**src/rtl/snd_pkg.sv**
```systemverilog
// rtl/snd_pkg.sv - shared sample type, limits, saturation helper and FSM state encoding
package snd_pkg;

    typedef logic signed [15:0] snd_sample_t;

    localparam snd_sample_t SND_MAX = 16'sh7FFF;
    localparam snd_sample_t SND_MIN = 16'sh8000;

    typedef enum logic [1:0] {IDLE, MAC, SAT} mix_state_t;

    function automatic snd_sample_t snd_sat(input logic signed [63:0] x);
        if (x > 64'(SND_MAX)) begin
            return SND_MAX;
        end else if (x < 64'(SND_MIN)) begin
            return SND_MIN;
        end else begin
            return snd_sample_t'(x[15:0]);
        end
    endfunction

endpackage

```
**src/rtl/snd_mixer_if.sv**
```systemverilog
// rtl/snd_mixer_if.sv - mixer source/volume/result bundle; clip_cnt present under SND_MIX_CLIP_CNT_EN
interface snd_mixer_if #(
    parameter int CHANNELS = 4,
    parameter int VOL_W    = 8
);
    import snd_pkg::*;

    localparam int AW = (CHANNELS > 1) ? $clog2(CHANNELS) : 1;

    logic                     snd_next_sample;
    logic [CHANNELS*16-1:0]   ch_l;
    logic [CHANNELS*16-1:0]   ch_r;
    logic                     vol_we;
    logic [AW-1:0]            vol_addr;
    logic [VOL_W-1:0]         vol_dat;
    logic                     mute;
    logic                     ovr_clr;
    snd_sample_t              snd_l;
    snd_sample_t              snd_r;
    logic                     mix_busy;
    logic                     mix_done;
    logic                     overrun;
`ifdef SND_MIX_CLIP_CNT_EN
    logic [15:0]              clip_cnt;
`endif

    modport master (
`ifdef SND_MIX_CLIP_CNT_EN
        input  clip_cnt,
`endif
        output snd_next_sample, ch_l, ch_r, vol_we, vol_addr, vol_dat, mute, ovr_clr,
        input  snd_l, snd_r, mix_busy, mix_done, overrun
    );

    modport slave (
`ifdef SND_MIX_CLIP_CNT_EN
        output clip_cnt,
`endif
        input  snd_next_sample, ch_l, ch_r, vol_we, vol_addr, vol_dat, mute, ovr_clr,
        output snd_l, snd_r, mix_busy, mix_done, overrun
    );

endinterface

```
**src/rtl/snd_mix_vol_regs.sv**
```systemverilog
// rtl/snd_mix_vol_regs.sv - per-channel volume registers with a snapshot copy taken at mix start
module snd_mix_vol_regs #(
    parameter int CHANNELS = 4,
    parameter int VOL_W    = 8,
    parameter int AW       = 2
) (
    input  logic                      clk,
    input  logic                      rst,
    input  logic                      we,
    input  logic [AW-1:0]             addr,
    input  logic [VOL_W-1:0]          dat,
    input  logic                      snap,
    output logic [CHANNELS*VOL_W-1:0] snap_vol
);

    localparam logic [VOL_W-1:0] VOL_UNITY = {1'b1, {(VOL_W-1){1'b0}}};

    logic [CHANNELS*VOL_W-1:0] vol;

    // Addresses at or above CHANNELS match no slot, so such writes fall away.
    always_ff @(posedge clk) begin
        if (rst) begin
            vol      <= {CHANNELS{VOL_UNITY}};
            snap_vol <= {CHANNELS{VOL_UNITY}};
        end else begin
            for (int i = 0; i < CHANNELS; i++) begin
                if (we && (addr == AW'(i))) begin
                    vol[i*VOL_W +: VOL_W] <= dat;
                end
            end
            if (snap) begin
                snap_vol <= vol;
            end
        end
    end

endmodule

```
**src/rtl/snd_mixer.sv**
```systemverilog
// rtl/snd_mixer.sv - sequential-MAC stereo mixer feeding I2S; clip counter under SND_MIX_CLIP_CNT_EN
module snd_mixer
    import snd_pkg::*;
#(
    parameter int CHANNELS = 4,
    parameter int VOL_W    = 8
) (
    input  logic        clk,
    input  logic        rst,
    snd_mixer_if.slave  bus
);

    localparam int IW    = (CHANNELS > 1) ? $clog2(CHANNELS) : 1;
    localparam int PW    = 16 + VOL_W + 1;
    localparam int ACC_W = PW + $clog2(CHANNELS);

    localparam logic [1:0] S_IDLE = IDLE;
    localparam logic [1:0] S_MAC  = MAC;
    localparam logic [1:0] S_SAT  = SAT;

    logic [1:0]                 state;
    logic [IW-1:0]              idx;
    logic [CHANNELS*16-1:0]     snap_l;
    logic [CHANNELS*16-1:0]     snap_r;
    logic [CHANNELS*VOL_W-1:0]  snap_vol;
    logic signed [ACC_W-1:0]    acc_l;
    logic signed [ACC_W-1:0]    acc_r;
    snd_sample_t                out_l;
    snd_sample_t                out_r;
    logic                       busy_q;
    logic                       done_q;
    logic                       ovr_q;

    snd_sample_t                cur_l;
    snd_sample_t                cur_r;
    logic [VOL_W-1:0]           cur_v;
    logic signed [PW-1:0]       prod_l;
    logic signed [PW-1:0]       prod_r;
    logic signed [ACC_W-1:0]    sh_l;
    logic signed [ACC_W-1:0]    sh_r;
    logic                       clip_l;
    logic                       clip_r;
    logic                       accept;

    assign accept = bus.snd_next_sample && (state == S_IDLE);

    snd_mix_vol_regs #(
        .CHANNELS (CHANNELS),
        .VOL_W    (VOL_W),
        .AW       (IW)
    ) u_vol_regs (
        .clk      (clk),
        .rst      (rst),
        .we       (bus.vol_we),
        .addr     (bus.vol_addr),
        .dat      (bus.vol_dat),
        .snap     (accept),
        .snap_vol (snap_vol)
    );

    always_comb begin
        cur_l = '0;
        cur_r = '0;
        cur_v = '0;
        for (int i = 0; i < CHANNELS; i++) begin
            if (idx == IW'(i)) begin
                cur_l = snap_l[i*16 +: 16];
                cur_r = snap_r[i*16 +: 16];
                cur_v = snap_vol[i*VOL_W +: VOL_W];
            end
        end
        // Volume is unsigned; the extra zero bit keeps the product signed-correct.
        prod_l = cur_l * $signed({1'b0, cur_v});
        prod_r = cur_r * $signed({1'b0, cur_v});
        sh_l   = acc_l >>> (VOL_W - 1);
        sh_r   = acc_r >>> (VOL_W - 1);
        clip_l = (sh_l > ACC_W'(SND_MAX)) || (sh_l < ACC_W'(SND_MIN));
        clip_r = (sh_r > ACC_W'(SND_MAX)) || (sh_r < ACC_W'(SND_MIN));
    end

    always_ff @(posedge clk) begin
        if (rst) begin
            state  <= S_IDLE;
            idx    <= '0;
            snap_l <= '0;
            snap_r <= '0;
            acc_l  <= '0;
            acc_r  <= '0;
            out_l  <= '0;
            out_r  <= '0;
            busy_q <= 1'b0;
            done_q <= 1'b0;
            ovr_q  <= 1'b0;
        end else begin
            done_q <= 1'b0;
            if (bus.snd_next_sample && (state != S_IDLE)) begin
                ovr_q <= 1'b1;
            end else if (bus.ovr_clr) begin
                ovr_q <= 1'b0;
            end
            case (state)
                S_IDLE: begin
                    if (bus.snd_next_sample) begin
                        snap_l <= bus.ch_l;
                        snap_r <= bus.ch_r;
                        acc_l  <= '0;
                        acc_r  <= '0;
                        idx    <= '0;
                        busy_q <= 1'b1;
                        state  <= S_MAC;
                    end
                end
                S_MAC: begin
                    acc_l <= acc_l + ACC_W'(prod_l);
                    acc_r <= acc_r + ACC_W'(prod_r);
                    idx   <= idx + IW'(1);
                    if (idx == IW'(CHANNELS - 1)) begin
                        state <= S_SAT;
                    end
                end
                S_SAT: begin
                    out_l  <= bus.mute ? snd_sample_t'(0) : snd_sat(64'(sh_l));
                    out_r  <= bus.mute ? snd_sample_t'(0) : snd_sat(64'(sh_r));
                    done_q <= 1'b1;
                    busy_q <= 1'b0;
                    state  <= S_IDLE;
                end
                default: begin
                    busy_q <= 1'b0;
                    state  <= S_IDLE;
                end
            endcase
        end
    end

`ifdef SND_MIX_CLIP_CNT_EN
    logic [15:0] clip_q;

    // One count per sample, whichever side clamped; holds at all-ones.
    always_ff @(posedge clk) begin
        if (rst || bus.ovr_clr) begin
            clip_q <= '0;
        end else if ((state == S_SAT) && (clip_l || clip_r) && (clip_q != 16'hFFFF)) begin
            clip_q <= clip_q + 16'd1;
        end
    end

    assign bus.clip_cnt = clip_q;
`endif

    assign bus.snd_l    = out_l;
    assign bus.snd_r    = out_r;
    assign bus.mix_busy = busy_q;
    assign bus.mix_done = done_q;
    assign bus.overrun  = ovr_q;

endmodule

```
**src/flat_wrapper.sv**
```systemverilog
// flat-port wrapper written by rule: the top's interface ports become plain ports
module snd_mixer_flat import snd_pkg::*;
#(
    parameter int CHANNELS = 4,
    parameter int VOL_W    = 8
)
  (clk, rst, bus_snd_next_sample, bus_ch_l, bus_ch_r, bus_vol_we, bus_vol_addr, bus_vol_dat, bus_mute, bus_ovr_clr, bus_snd_l, bus_snd_r, bus_mix_busy, bus_mix_done, bus_overrun);
  snd_mixer_if #(.CHANNELS(CHANNELS), .VOL_W(VOL_W)) bus_i ();
  input  logic clk;
  input  logic rst;
  input wire logic [$bits(bus_i.snd_next_sample)-1:0] bus_snd_next_sample;
  input wire logic [$bits(bus_i.ch_l)-1:0] bus_ch_l;
  input wire logic [$bits(bus_i.ch_r)-1:0] bus_ch_r;
  input wire logic [$bits(bus_i.vol_we)-1:0] bus_vol_we;
  input wire logic [$bits(bus_i.vol_addr)-1:0] bus_vol_addr;
  input wire logic [$bits(bus_i.vol_dat)-1:0] bus_vol_dat;
  input wire logic [$bits(bus_i.mute)-1:0] bus_mute;
  input wire logic [$bits(bus_i.ovr_clr)-1:0] bus_ovr_clr;
  output wire logic [$bits(bus_i.snd_l)-1:0] bus_snd_l;
  output wire logic [$bits(bus_i.snd_r)-1:0] bus_snd_r;
  output wire logic [$bits(bus_i.mix_busy)-1:0] bus_mix_busy;
  output wire logic [$bits(bus_i.mix_done)-1:0] bus_mix_done;
  output wire logic [$bits(bus_i.overrun)-1:0] bus_overrun;
  assign bus_i.snd_next_sample = bus_snd_next_sample;
  assign bus_i.ch_l = bus_ch_l;
  assign bus_i.ch_r = bus_ch_r;
  assign bus_i.vol_we = bus_vol_we;
  assign bus_i.vol_addr = bus_vol_addr;
  assign bus_i.vol_dat = bus_vol_dat;
  assign bus_i.mute = bus_mute;
  assign bus_i.ovr_clr = bus_ovr_clr;
  assign bus_snd_l = bus_i.snd_l;
  assign bus_snd_r = bus_i.snd_r;
  assign bus_mix_busy = bus_i.mix_busy;
  assign bus_mix_done = bus_i.mix_done;
  assign bus_overrun = bus_i.overrun;
  snd_mixer #(.CHANNELS(CHANNELS), .VOL_W(VOL_W)) u_core (.clk(clk), .rst(rst), .bus(bus_i));
endmodule
```
**config.mk**
```make
export PLATFORM = sky130hd
export DESIGN_NAME = snd_mixer_flat
export DESIGN_NICKNAME = d
export VERILOG_FILES = /design/src/rtl/snd_pkg.sv /design/src/rtl/snd_mixer_if.sv /design/src/rtl/snd_mix_vol_regs.sv /design/src/rtl/snd_mixer.sv /design/src/flat_wrapper.sv
export SDC_FILE = /design/constraint.sdc
export NUM_CORES = 1
export LEC_CHECK = 0
export ABC_AREA = 1
export CAP_MARGIN = 30
export CORE_ASPECT_RATIO = 0.75
export CORE_UTILIZATION = 55
export DETAILED_ROUTE_END_ITERATION = 6
export PLACE_DENSITY = 0.79
export SETUP_SLACK_MARGIN = 0.5
export SLEW_MARGIN = 25
export SYNTH_ARGS = -nofsm -noshare
export SYNTH_HDL_FRONTEND = slang
export SYNTH_SLANG_ARGS = --single-unit
export TNS_END_PERCENT = 10
```
**constraint.sdc**
```tcl
create_clock -name clk -period 6.06 [get_ports clk]
set_clock_uncertainty 0.15 [all_clocks]
set_input_delay 1.818 -clock clk [delete_from_list [all_inputs] [get_ports clk]]
set_output_delay 1.818 -clock clk [all_outputs]
set_load 0.03 [all_outputs]
```
# Word-level counts from Yosys, hierarchy flattened
# Index checks and enable logic that the tools add are counted.
# op_classes
n_eq_ne	10
n_mul	2
order_cmp	4
n_reduce_logical	16
bitwise_logic	1
addsub	3
n_mux	31
# ops
cell	count
2-to-1 mux 16 bit	14
one-hot mux 27 bit (2 select lines)	2
adder 27 x 25 -> 27 bit	2
multiplier 16 x 9 -> 25 bit	2
> comparator 20 x 16 -> 1 bit (second input constant)	2
less-than comparator 20 x 16 -> 1 bit (second input constant)	2
2-to-1 mux 8 bit	4
2-to-1 mux 27 bit	1
equality test 2 bit (second input constant)	5
one-hot mux 2 bit (2 select lines)	2
AND reduction 2 bit	4
equality test 2 x 1 -> 1 bit (second input constant)	3
logical AND 1 bit	6
zero test 2 bit	3
2-to-1 mux 2 bit	3
nonzero test 2 bit	3
2-to-1 mux 1 bit	4
adder 2 x 1 -> 2 bit (second input constant)	1
!= test 2 x 1 -> 1 bit (second input constant)	1
!= test 2 bit (second input constant)	1
one-hot mux 1 bit (2 select lines)	1
NOT 1 bit	1
# word_totals
output_inout_bits	35
ff_bits	285
in_bits	144

# Depth between registers and ports, before layout
# Gate-level depths: netlist (run 1).
# depth
ltp_word	8
ltp_mapped	33

# By module
# From an unflattened synthesis (run 1), not the netlist that was laid out.
# hier_totals
cells_unflattened	3257
area_unflattened_um2	23563.8
# modules_own_cells
mod	n_inst	area_per_inst_um2	cells_per_inst	seq_area_each_um2
snd_mixer	1	21212.8	2938	4424.2
snd_mix_vol_regs	1	2351.0	319	1281.2

# Worst setup path before layout (run 1)
# Ideal clock, no wire load.
# synth_timing
kind	register -> register
from	register u_core.idx[1]
to	register u_core.acc_l[24]
arrival_ps	5403
synth_period_minus_slack_ps	5685
path_slack_ps	375
path_stages_with_launch	29
required_time_ps	5778
path_cell_list	dfxtp_1 > inv_1 > ha_1 > inv_2 > buf_6 > nor2_1 > o31ai_2 > o21a_4 > inv_4 > nor2_4 > inv_2 > fa_1 > fa_1 > inv_1 > fa_1 > inv_1 > fa_1 > fa_1 > inv_1 > ha_1 > nand2_1 > nor2_1 > nand3_1 > nor2_1 > nand2_1 > nand3_1 > nand2_1 > nand3_1 > a21oi_1
# synth_via
elab_chain_len	8
# synth_rtl
element	line_no	rtl
start, declared	snd_mixer.sv:22	logic [IW-1:0] idx;
start signal, assigned	snd_mixer.sv:116	idx <= idx + IW'(1);
zero test 2 bit	snd_mixer.sv:66	if (idx == IW'(i)) begin
2-to-1 mux 16 bit / 2-to-1 mux 8 bit (equally long branches) (4 in series)	snd_mixer.sv:66	
multiplier 16 x 9 -> 25 bit (*)	snd_mixer.sv:73	prod_l = cur_l * $signed({1'b0, cur_v});
adder 27 x 25 -> 27 bit (*)	snd_mixer.sv:114	acc_l <= acc_l + ACC_W'(prod_l);
one-hot mux 27 bit (2 select lines) (*)	snd_mixer.sv:101	case (state)
end signal, assigned	snd_mixer.sv:114	
end, declared	snd_mixer.sv:26	logic signed [ACC_W-1:0] acc_l;
# Mark *: on every way between the ends. The rest lies on a longest branch, timed or not.
# A chain may end at the register's enable or synchronous reset.

# Final worst setup path (run 1)
# layout_timing
from	register u_core.idx[1]
to	register u_core.acc_r[24]
# layout_via
elab_chain_len	8
# layout_rtl
element	line_no	rtl
zero test 2 bit	snd_mixer.sv:66	
2-to-1 mux 16 bit / 2-to-1 mux 8 bit (equally long branches) (4 in series)	snd_mixer.sv:66	
multiplier 16 x 9 -> 25 bit (*)	snd_mixer.sv:74	prod_r = cur_r * $signed({1'b0, cur_v});
adder 27 x 25 -> 27 bit (*)	snd_mixer.sv:115	acc_r <= acc_r + ACC_W'(prod_r);
one-hot mux 27 bit (2 select lines) (*)	snd_mixer.sv:101	
end signal, assigned	snd_mixer.sv:115	
end, declared	snd_mixer.sv:27	logic signed [ACC_W-1:0] acc_r;
# Marked as above.

==> impl_metrics.yaml, run 1 <==
outcome:
  status: "finished, final reports clean"
sta:
  min_period_ns: 5.90
  slew_violations: 0
  final_hold_viol_count: 0
  tightestPinTransition_ns: 0.900
  period_share_pct: 97.3
  setup_ws_ns: 0.161
  setup_violations: 0
  rsz0062_at_grt: "yes"
  max_freq_mhz: 170
  slew_headroom_pct: 39.7
worst_setup_path:
  path_buf_inv: 11
  end_kind: "flop"
  crit_fanout: 7
  crit_required_ns: 6.42
  cpMostUsedCell: "inv_1"
  cp_slowest_cell: "fa_1"
  cpPeakStageDelay_ns: 0.56
  crit_family: "adder cells"
  cp-start-kind: "flop"
  arrival_ns: 6.26
  path_class: "flop to flop"
synth:
  synth_top_area_share_pct: 24.1
  syn_nets: 3714
  synth_area_leaders: "dfxtp_1, fa_1, inv_1"
  ys_async_sr_fraction_pct: 0
  synthSimpleGateAreaFrac_pct: 20.8
  yosysWarningCount: 0
  synthMuxAreaShare_pct: 0
  synth_top_family_by_area: "adder cells"
  synth_flop_cell: "dfxtp_1"
  synth_edf_count: 0
  synth_compound_area_share_pct: 14.3
  synth-seq-area-share_pct: 24.1
  netlist.top_cell.by_area: "dfxtp_1"
  synth_cells: 3194
  synth-seq-cells: 285
  synth_xor_area_share_pct: 0.222
  synth_fa_ha_area_share_pct: 27.9
  synth_commonest_cells: "inv_1, nand2_1, nor2_1"
  synth_area_per_cell_sq_um: 7.42
  synth_cell_types: 49
  synth_area_sq_um: 23700
  synth_most_common_cell: "inv_1"
floorplan:
  die_h_um: 182
  core-area_sq_um: 42300
  start_util_pct: 56.0
  row_count: 65
  ioPinCount: 179
  fp.dieArea_sq_um: 43900
  die_w_um: 242
global_route:
  grt_pass1_vias: 22500
  antenna_found_initial: 1
  grt_overflow: 0
  grt_max_degree: 128
  groute.usage.overall_pct: 32.8
  grt_pass1_wl_mm: 115
cts:
  ctsHoldBuffers: 0
  cts_root_buf: "clkbuf_16"
  cts_buffers: 29
  cts_num_sinks: 285
  cts_max_level: 1
  clk_latency_ns: 0.61
  clockBufferDepth: 3
  clkTransAtPathRegs_ns: 0.07
  cts_tree: "done"
finish:
  synthToLayoutAreaGrowth_pct: 26.9
  fillers: 3267
  fin_cells: 4077
  finalNetCount: 4004
  drive_gt1_share_pct: 18.4
  multiInputGateArea_sq_um: 16400
  regArea_sq_um: 5710
pwr:
  ir_drop_mv: 0.243
  leakage_uw: 0.0140
  power_density_nw_per_um2: 301
routing:
  wl_mm: 71.8
  firstDrtPassIters: 6
  vias: 22100
  viasPerCell: 5.42
  drtIter0Drc: 1936
  drc_errors: 0
  wire_per_inst_um: 17.6
  drtAntennaViolNets: 0
placement:
  portBuffers: 178
  dp_hpwl_mm: 52.8
  dp_slack_ns: -0.181
  place_inst: 3956
  routabilityCongestion: 0.933
run:
  drv_cap: 0
worst_hold_path:
  hold_class: "flop to flop"
## cells by family after synthesis
kind of cell    after synthesis
simple gates               1219
flops                       285
xor+xnor                      6
buf+inv                     735
compound gates              573
fa+ha+maj                   376
## power by group
part | internal [uW] | switching, uW | total [uW]
Combinational | 2120 | 2760 | 4880
Clock | 1170 | 840 | 2010
Sequential | 2040 | 141 | 2180
Total | 5320 | 3740 | 9060
## metal layers
| metal | GRT usage [%] | part of all wire, % | vias to the layer above |
|---|---|---|---|
| li1 | - | - | 10500 |
| met1 | 42.8 | 42 | 10600 |
| met2 | 54.9 | 47 | 822 |
| met3 | 5.60 | 7.3 | 183 |
| met4 | 11.5 | 3.6 | 0 |
| met5 | 0 | 0 | - |
## final cells by class
class	instances	share of cell area [%]
multi-input combinational	2174	54.5
clock inverter	13	0.753
timing repair inverter	1	0.0291
timing repair buffer	391	13.0
tap	569	2.37
clock buffer	41	2.73
inverter	602	7.62
sequential	285	19.0
antenna	1	0.00832
## state kept, by name, indices dropped and copies added (netlist names)
register,cells
u_core.snap_l,64
u_core.snap_r,64
u_core.u_vol_regs.snap_vol,32
u_core.u_vol_regs.vol,32
u_core.acc_l,27
u_core.acc_r,27
u_core.bus.snd_l,16
u_core.bus.snd_r,16
u_core.idx,2
u_core.state,2
u_core.bus.mix_busy,1
u_core.bus.mix_done,1
u_core.bus.overrun,1
## worst register-to-register path: cells and delay by family, from the launching register on
| kind | cells | cell delay, ns |
|---|---|---|
| buf+inv | 11 | 1.11 |
| compound gates | 5 | 0.74 |
| flops | 1 | 0.37 |
| fa+ha+maj | 7 | 2.81 |
| simple gates | 7 | 0.65 |
## repair_timing
item,CTS,global route
setup buffers,52,5
pin swaps,104,91
gates resized for setup,233,147
endpoints found under the setup margin,43,44
cloned,6,1
## metrics by stage
stage          setup TNS [ns]  total power, uW  area, sq um  utilization, %  hold WS [ns]
2_1_floorplan               0             4620        23700               -         0.274
3_3_place_gp           -0.682             5900        26700            63.2         0.288
3_5_place_dp            -1.41             6010        26800            63.3         0.297
4_1_cts                     0             8790        29500            69.7         0.306
5_1_grt                -0.178             9670        30100            71.1         0.319
6_report                    0             9060        30100            71.1         0.307
## worst paths after layout
path	cells past startpoint	startpoint	end	slack, ns
setup reg to reg	30	u_core.idx[1]	u_core.acc_r[24]	0.16
hold reg to reg	2	u_core.snap_r[33]	u_core.snap_r[33]	0.31
setup / recovery	30	u_core.idx[1]	u_core.acc_r[24]	0.16
hold / removal	2	u_core.snap_r[33]	u_core.snap_r[33]	0.31
## layout by cell type (no fill, tap or decap), types with 6 or more instances in the layout
cell	count
a21oi_1	222
a21oi_2	42
a21oi_4	6
a22oi_2	17
a22oi_4	16
buf_12	24
buf_4	158
buf_6	19
clkbuf_1	7
clkbuf_16	30
clkdlybuf4s50_1	177
dfxtp_1	283
fa_1	243
fa_2	11
ha_1	76
ha_4	44
inv_1	537
inv_2	55
inv_6	7
nand2_1	469
nand2_2	70
nand2_4	16
nand3_1	113
nand3_2	12
nand4_1	19
nor2_1	439
nor2_2	29
nor2_4	28
o21ai_0	235
o21ai_1	11
or2_1	6
Power figures use the tool's default switching activity.
==> run 2: changes to the inputs <==
CAP_MARGIN = unset   (was 30)
RECOVER_POWER = 25   (was unset)
==> run 2 against run 1 <==
Design area fell by 1.5%; critical path depth fell by 3; maximum frequency fell by 0.63%; utilization fell by 1.0 points; critical path type unchanged; critical endpoint is now u_core.acc_l[24]; highest routed layer unchanged.
==> impl_metrics.yaml, run 2 (synthesized netlist as in run 1, its figures left out) <==
outcome:
  status: "finished, final reports clean"
floorplan:
  row_count: 65
  die_w_um: 242
  die_h_um: 182
  ioPinCount: 179
  core-area_sq_um: 42300
  fp.dieArea_sq_um: 43900
  start_util_pct: 56.0
cts:
  clkTransAtPathRegs_ns: 0.07
  cts_tree: "done"
  cts_buffers: 30
  cts_root_buf: "clkbuf_16"
  clk_latency_ns: 0.60
  cts_max_level: 1
  cts_num_sinks: 285
  clockBufferDepth: 3
worst_setup_path:
  cp_slowest_cell: "fa_2"
  end_kind: "flop"
  cp-start-kind: "flop"
  arrival_ns: 6.23
  cpMostUsedCell: "fa_1"
  cpPeakStageDelay_ns: 0.66
  crit_required_ns: 6.35
  path_class: "flop to flop"
  crit_fanout: 10
  r2r_cells: 27
placement:
  portBuffers: 178
  dp_hpwl_mm: 52.5
  routabilityCongestion: 0.933
  place_inst: 3954
routing:
  wl_mm: 71.4
  drc_errors: 0
  drtAntennaViolNets: 0
  drtIter0Drc: 1931
  firstDrtPassIters: 6
  vias: 22100
  viasPerCell: 5.44
  wire_per_inst_um: 17.6
sta:
  setup_violations: 0
  tightestPinTransition_ns: 0.957
  whs_ns: 0.305
  slew_violations: 0
  period_share_pct: 98.0
  max_freq_mhz: 168
  final_hold_viol_count: 0
  min_period_ns: 5.94
  rsz0062_at_grt: "yes"
  slew_headroom_pct: 36.1
finish:
  top_regs: "u_core.snap_l: 64 flops, u_core.snap_r: 64 flops"
  final_util_pct: 70.1
  finalNetCount: 3998
  diodes: 0
  drive_gt1_share_pct: 16.8
  final_common_cell: "inv_1"
  fin_cells: 4067
  fillers: 3383
  synthToLayoutAreaGrowth_pct: 25.1
  layout_common_cells: "inv_1, nand2_1, nor2_1"
pwr:
  ir_drop_mv: 0.213
  power_density_nw_per_um2: 297
  leakage_uw: 0.0138
worst_hold_path:
  hold_path_depth: 2
  hold_class: "flop to flop"
global_route:
  grt_pass1_wl_mm: 114
  grt_max_degree: 128
  groute.usage.overall_pct: 32.4
  grt_overflow: 0
  grt_pass1_vias: 22200
  antenna_found_initial: 1
run:
  drv_cap: 0
## run 2: changes by cell type in the layout (fill, tap and decap cells not counted), sizes merged
cell and delta:
clkinv +3, clkinvlp +1, buf -7, clkbuf +2
diode -1, bufinv -4, inv -3, bufbuf -1
## run 2: per-layer routing
| layer | track usage [%] | up-vias | wire length, um |
|---|---|---|---|
| met5 | 0 | - | 0 |
| met4 | 10.7 | 0 | 2550 |
| met3 | 4.09 | 184 | 5060 |
| met2 | 54.6 | 852 | 33600 |
| met1 | 43.2 | 10600 | 30200 |
| li1 | - | 10400 | - |
## run 2: power breakdown
group          total (uW)  switching (uW)  internal, uW
logic                4760            2700          2060
clock network        1860             817          1050
registers            2180             142          2040
## run 2: repair_timing
item,in CTS,in global routing
pin swaps,82,85
setup endpoints to repair,43,44
setup buffers,39,14
endpoints found under the hold margin,0,0
hold buffers,0,0
gates cloned,4,3
gates resized for setup,197,103
## run 2: metrics by stage
step	cell area (sq um)	setup TNS, ns	worst slack (ns)	total power, uW
2_1_floorplan	23700	0	0.505	4620
3_3_place_gp	26700	-0.682	-0.173	5900
3_5_place_dp	26700	-1.89	-0.247	6010
4_1_cts	29100	0	0.236	8560
5_1_grt	29600	-0.625	-0.0678	9420
6_report	29600	0	0.124	8810
## run 2: area by class of cell
type / count / area [sq um] / area share, %
clock inverter: 11 / 97.6 / 0.329
sequential: 285 / 5710 / 19.3
clock buffer: 41 / 873 / 2.95
inverter: 602 / 2300 / 7.75
timing repair buffer: 385 / 3780 / 12.8
multi-input combinational: 2174 / 16200 / 54.5
tap: 569 / 712 / 2.40
## run 2: path summary, 6_finish.rpt
path | startpoint | end | slack, ns
setup / recovery | u_core.idx[1] | u_core.acc_l[24] | 0.12
hold / removal | u_core.snap_r[33] | u_core.snap_r[33] | 0.31
setup reg to reg | u_core.idx[1] | u_core.acc_l[24] | 0.12
hold reg to reg | u_core.snap_r[33] | u_core.snap_r[33] | 0.31
## run 2: critical path, delay by kind of cell, from the launching register on
family / cells / cell delay, ns
AO/OA/AOI/OAI: 3 / 0.29
adder cells (fa/ha/maj): 7 / 3.19
buffers and inverters: 8 / 0.86
flip-flops: 1 / 0.37
AND/OR/NAND/NOR: 9 / 0.92
==> run 3: changes to the inputs <==
SLEW_MARGIN = unset   (was 25)
==> run 3 against run 2 <==
Cell count about the same; highest routed layer unchanged; power up 2.0%; count of clock-buffer cells in the layout unchanged; critical path type unchanged; sequential share of layout area down 0.21 points; wire length up 0.42%; critical endpoint is now u_core.acc_r[24]; clock power about the same; critical path depth up 1; setup slack worse by 0.019 ns; maximum frequency down 0.32%; non-clock buffer count up 4; flip-flop and latch count unchanged; largest cell class unchanged.
==> impl_metrics.yaml, run 3 (synthesized netlist as in run 1, its figures left out) <==
routing:
  drtIter0Drc: 1867
  firstDrtPassIters: 6
  drc_errors: 0
  wl_mm: 71.7
  viasPerCell: 5.46
  vias: 22200
  drtAntennaViolNets: 0
  wire_per_inst_um: 17.6
worst_setup_path:
  end_kind: "flop"
  path_class: "flop to flop"
  crit_required_ns: 6.34
  cp_slowest_cell: "fa_1"
  r2r_cells: 28
  cp-start-kind: "flop"
  cpMostUsedCell: "fa_1"
  arrival_ns: 6.23
  cpPeakStageDelay_ns: 0.59
  crit_fanout: 8
placement:
  dp_hpwl_mm: 52.5
  dp_slack_ns: -0.247
  place_inst: 3954
  routabilityCongestion: 0.933
  portBuffers: 178
pwr:
  leakage_uw: 0.0139
  ir_drop_mv: 0.219
  power_density_nw_per_um2: 300
cts:
  clockBufferDepth: 3
  cts_tree: "done"
  clkTransAtPathRegs_ns: 0.06
  cts_buffers: 30
  cts_num_sinks: 285
  clk_latency_ns: 0.60
  cts_root_buf: "clkbuf_16"
  cts_max_level: 1
  ctsHoldBuffers: 0
finish:
  diodes: 0
  finalNetCount: 4002
  fin_cells: 4071
  top_regs: "u_core.snap_l: 64 flops, u_core.snap_r: 64 flops"
  drive_gt1_share_pct: 18.8
  layout_common_cells: "inv_1, nand2_1, nor2_1"
  final_common_cell: "inv_1"
  synthToLayoutAreaGrowth_pct: 26.5
sta:
  slew_headroom_pct: 26.5
  setup_ws_ns: 0.105
  slew_violations: 0
  final_hold_viol_count: 0
  period_share_pct: 98.3
  max_freq_mhz: 168
  rsz0062_at_grt: "yes"
  tightestPinTransition_ns: 1.10
  min_period_ns: 5.96
  setup_violations: 0
floorplan:
  die_w_um: 242
  die_h_um: 182
  start_util_pct: 56.0
  core-area_sq_um: 42300
  fp.dieArea_sq_um: 43900
  ioPinCount: 179
  row_count: 65
global_route:
  grt_max_degree: 128
  antenna_found_initial: 0
  grt_pass1_wl_mm: 114
  grt_pass1_vias: 22200
  groute.usage.overall_pct: 32.4
  grt_overflow: 0
worst_hold_path:
  hold_path_depth: 2
  hold_class: "flop to flop"
outcome:
  status: "finished, final reports clean"
run:
  drv_cap: 0
-- run 3: stage by stage --
| stage | setup TNS, ns | area (sq um) | hold WS [ns] | total power [uW] | utilization [%] |
|---|---|---|---|---|---|
| after floorplan | 0 | 23700 | 0.274 | 4620 | - |
| after global placement | -0.682 | 26700 | 0.288 | 5900 | 63.2 |
| after detailed placement | -1.89 | 26700 | 0.297 | 6010 | 63.2 |
| after CTS | 0 | 29100 | 0.303 | 8560 | 68.8 |
| after global routing | -0.571 | 30000 | 0.329 | 9600 | 70.9 |
| final | 0 | 30000 | 0.309 | 8980 | 70.9 |
-- run 3: path summary, 6_finish.rpt --
| path | startpoint | endpoint | slack, ns |
|---|---|---|---|
| worst max-delay path | u_core.idx[0] | u_core.acc_r[24] | 0.10 |
| worst min-delay path | u_core.snap_l[43] | u_core.snap_l[43] | 0.31 |
| worst max register to register | u_core.idx[0] | u_core.acc_r[24] | 0.10 |
| worst min register to register | u_core.snap_l[43] | u_core.snap_l[43] | 0.31 |
-- run 3: layout make-up --
type | count | area (sq um)
multi-input cells | 2174 | 16400
fillers | 3350 | 12300
clock inverters | 11 | 97.6
inverters | 602 | 2300
repair buffers | 389 | 3840
well taps | 569 | 712
clock buffers | 41 | 873
flip-flops and latches | 285 | 5710
-- run 3: power by group --
group	internal, uW	total (uW)	switching, uW
logic	2140	4940	2800
registers	2040	2180	142
clock network	1050	1870	820
-- run 3: metal layers --
metal | up-vias | part of all wire (%) | GRT usage (%) | routed length [um]
met3 | 176 | 7.2 | 4.09 | 5170
li1 | 10400 | - | - | -
met2 | 891 | 47 | 54.6 | 34000
met5 | - | 0 | 0 | 0
met4 | 0 | 3.5 | 10.7 | 2530
met1 | 10700 | 42 | 43.2 | 30000
-- run 3: repair_timing --
item | 4_1_cts | 5_1_grt
endpoints found under the setup margin | 43 | 44
buffers inserted | 39 | 19
cloned | 4 | 3
gates resized for setup | 197 | 210
pin swaps | 82 | 144
-- run 3: critical path, delay by kind of cell, from the launching register on --
family                     cells  cell delay (ns)
AOI/OAI and AO/OA              3             0.47
and+or+nand+nor               10             0.84
buffers and inverters          8             0.92
adders and majority gates      7             3.07
DFF                            1             0.34
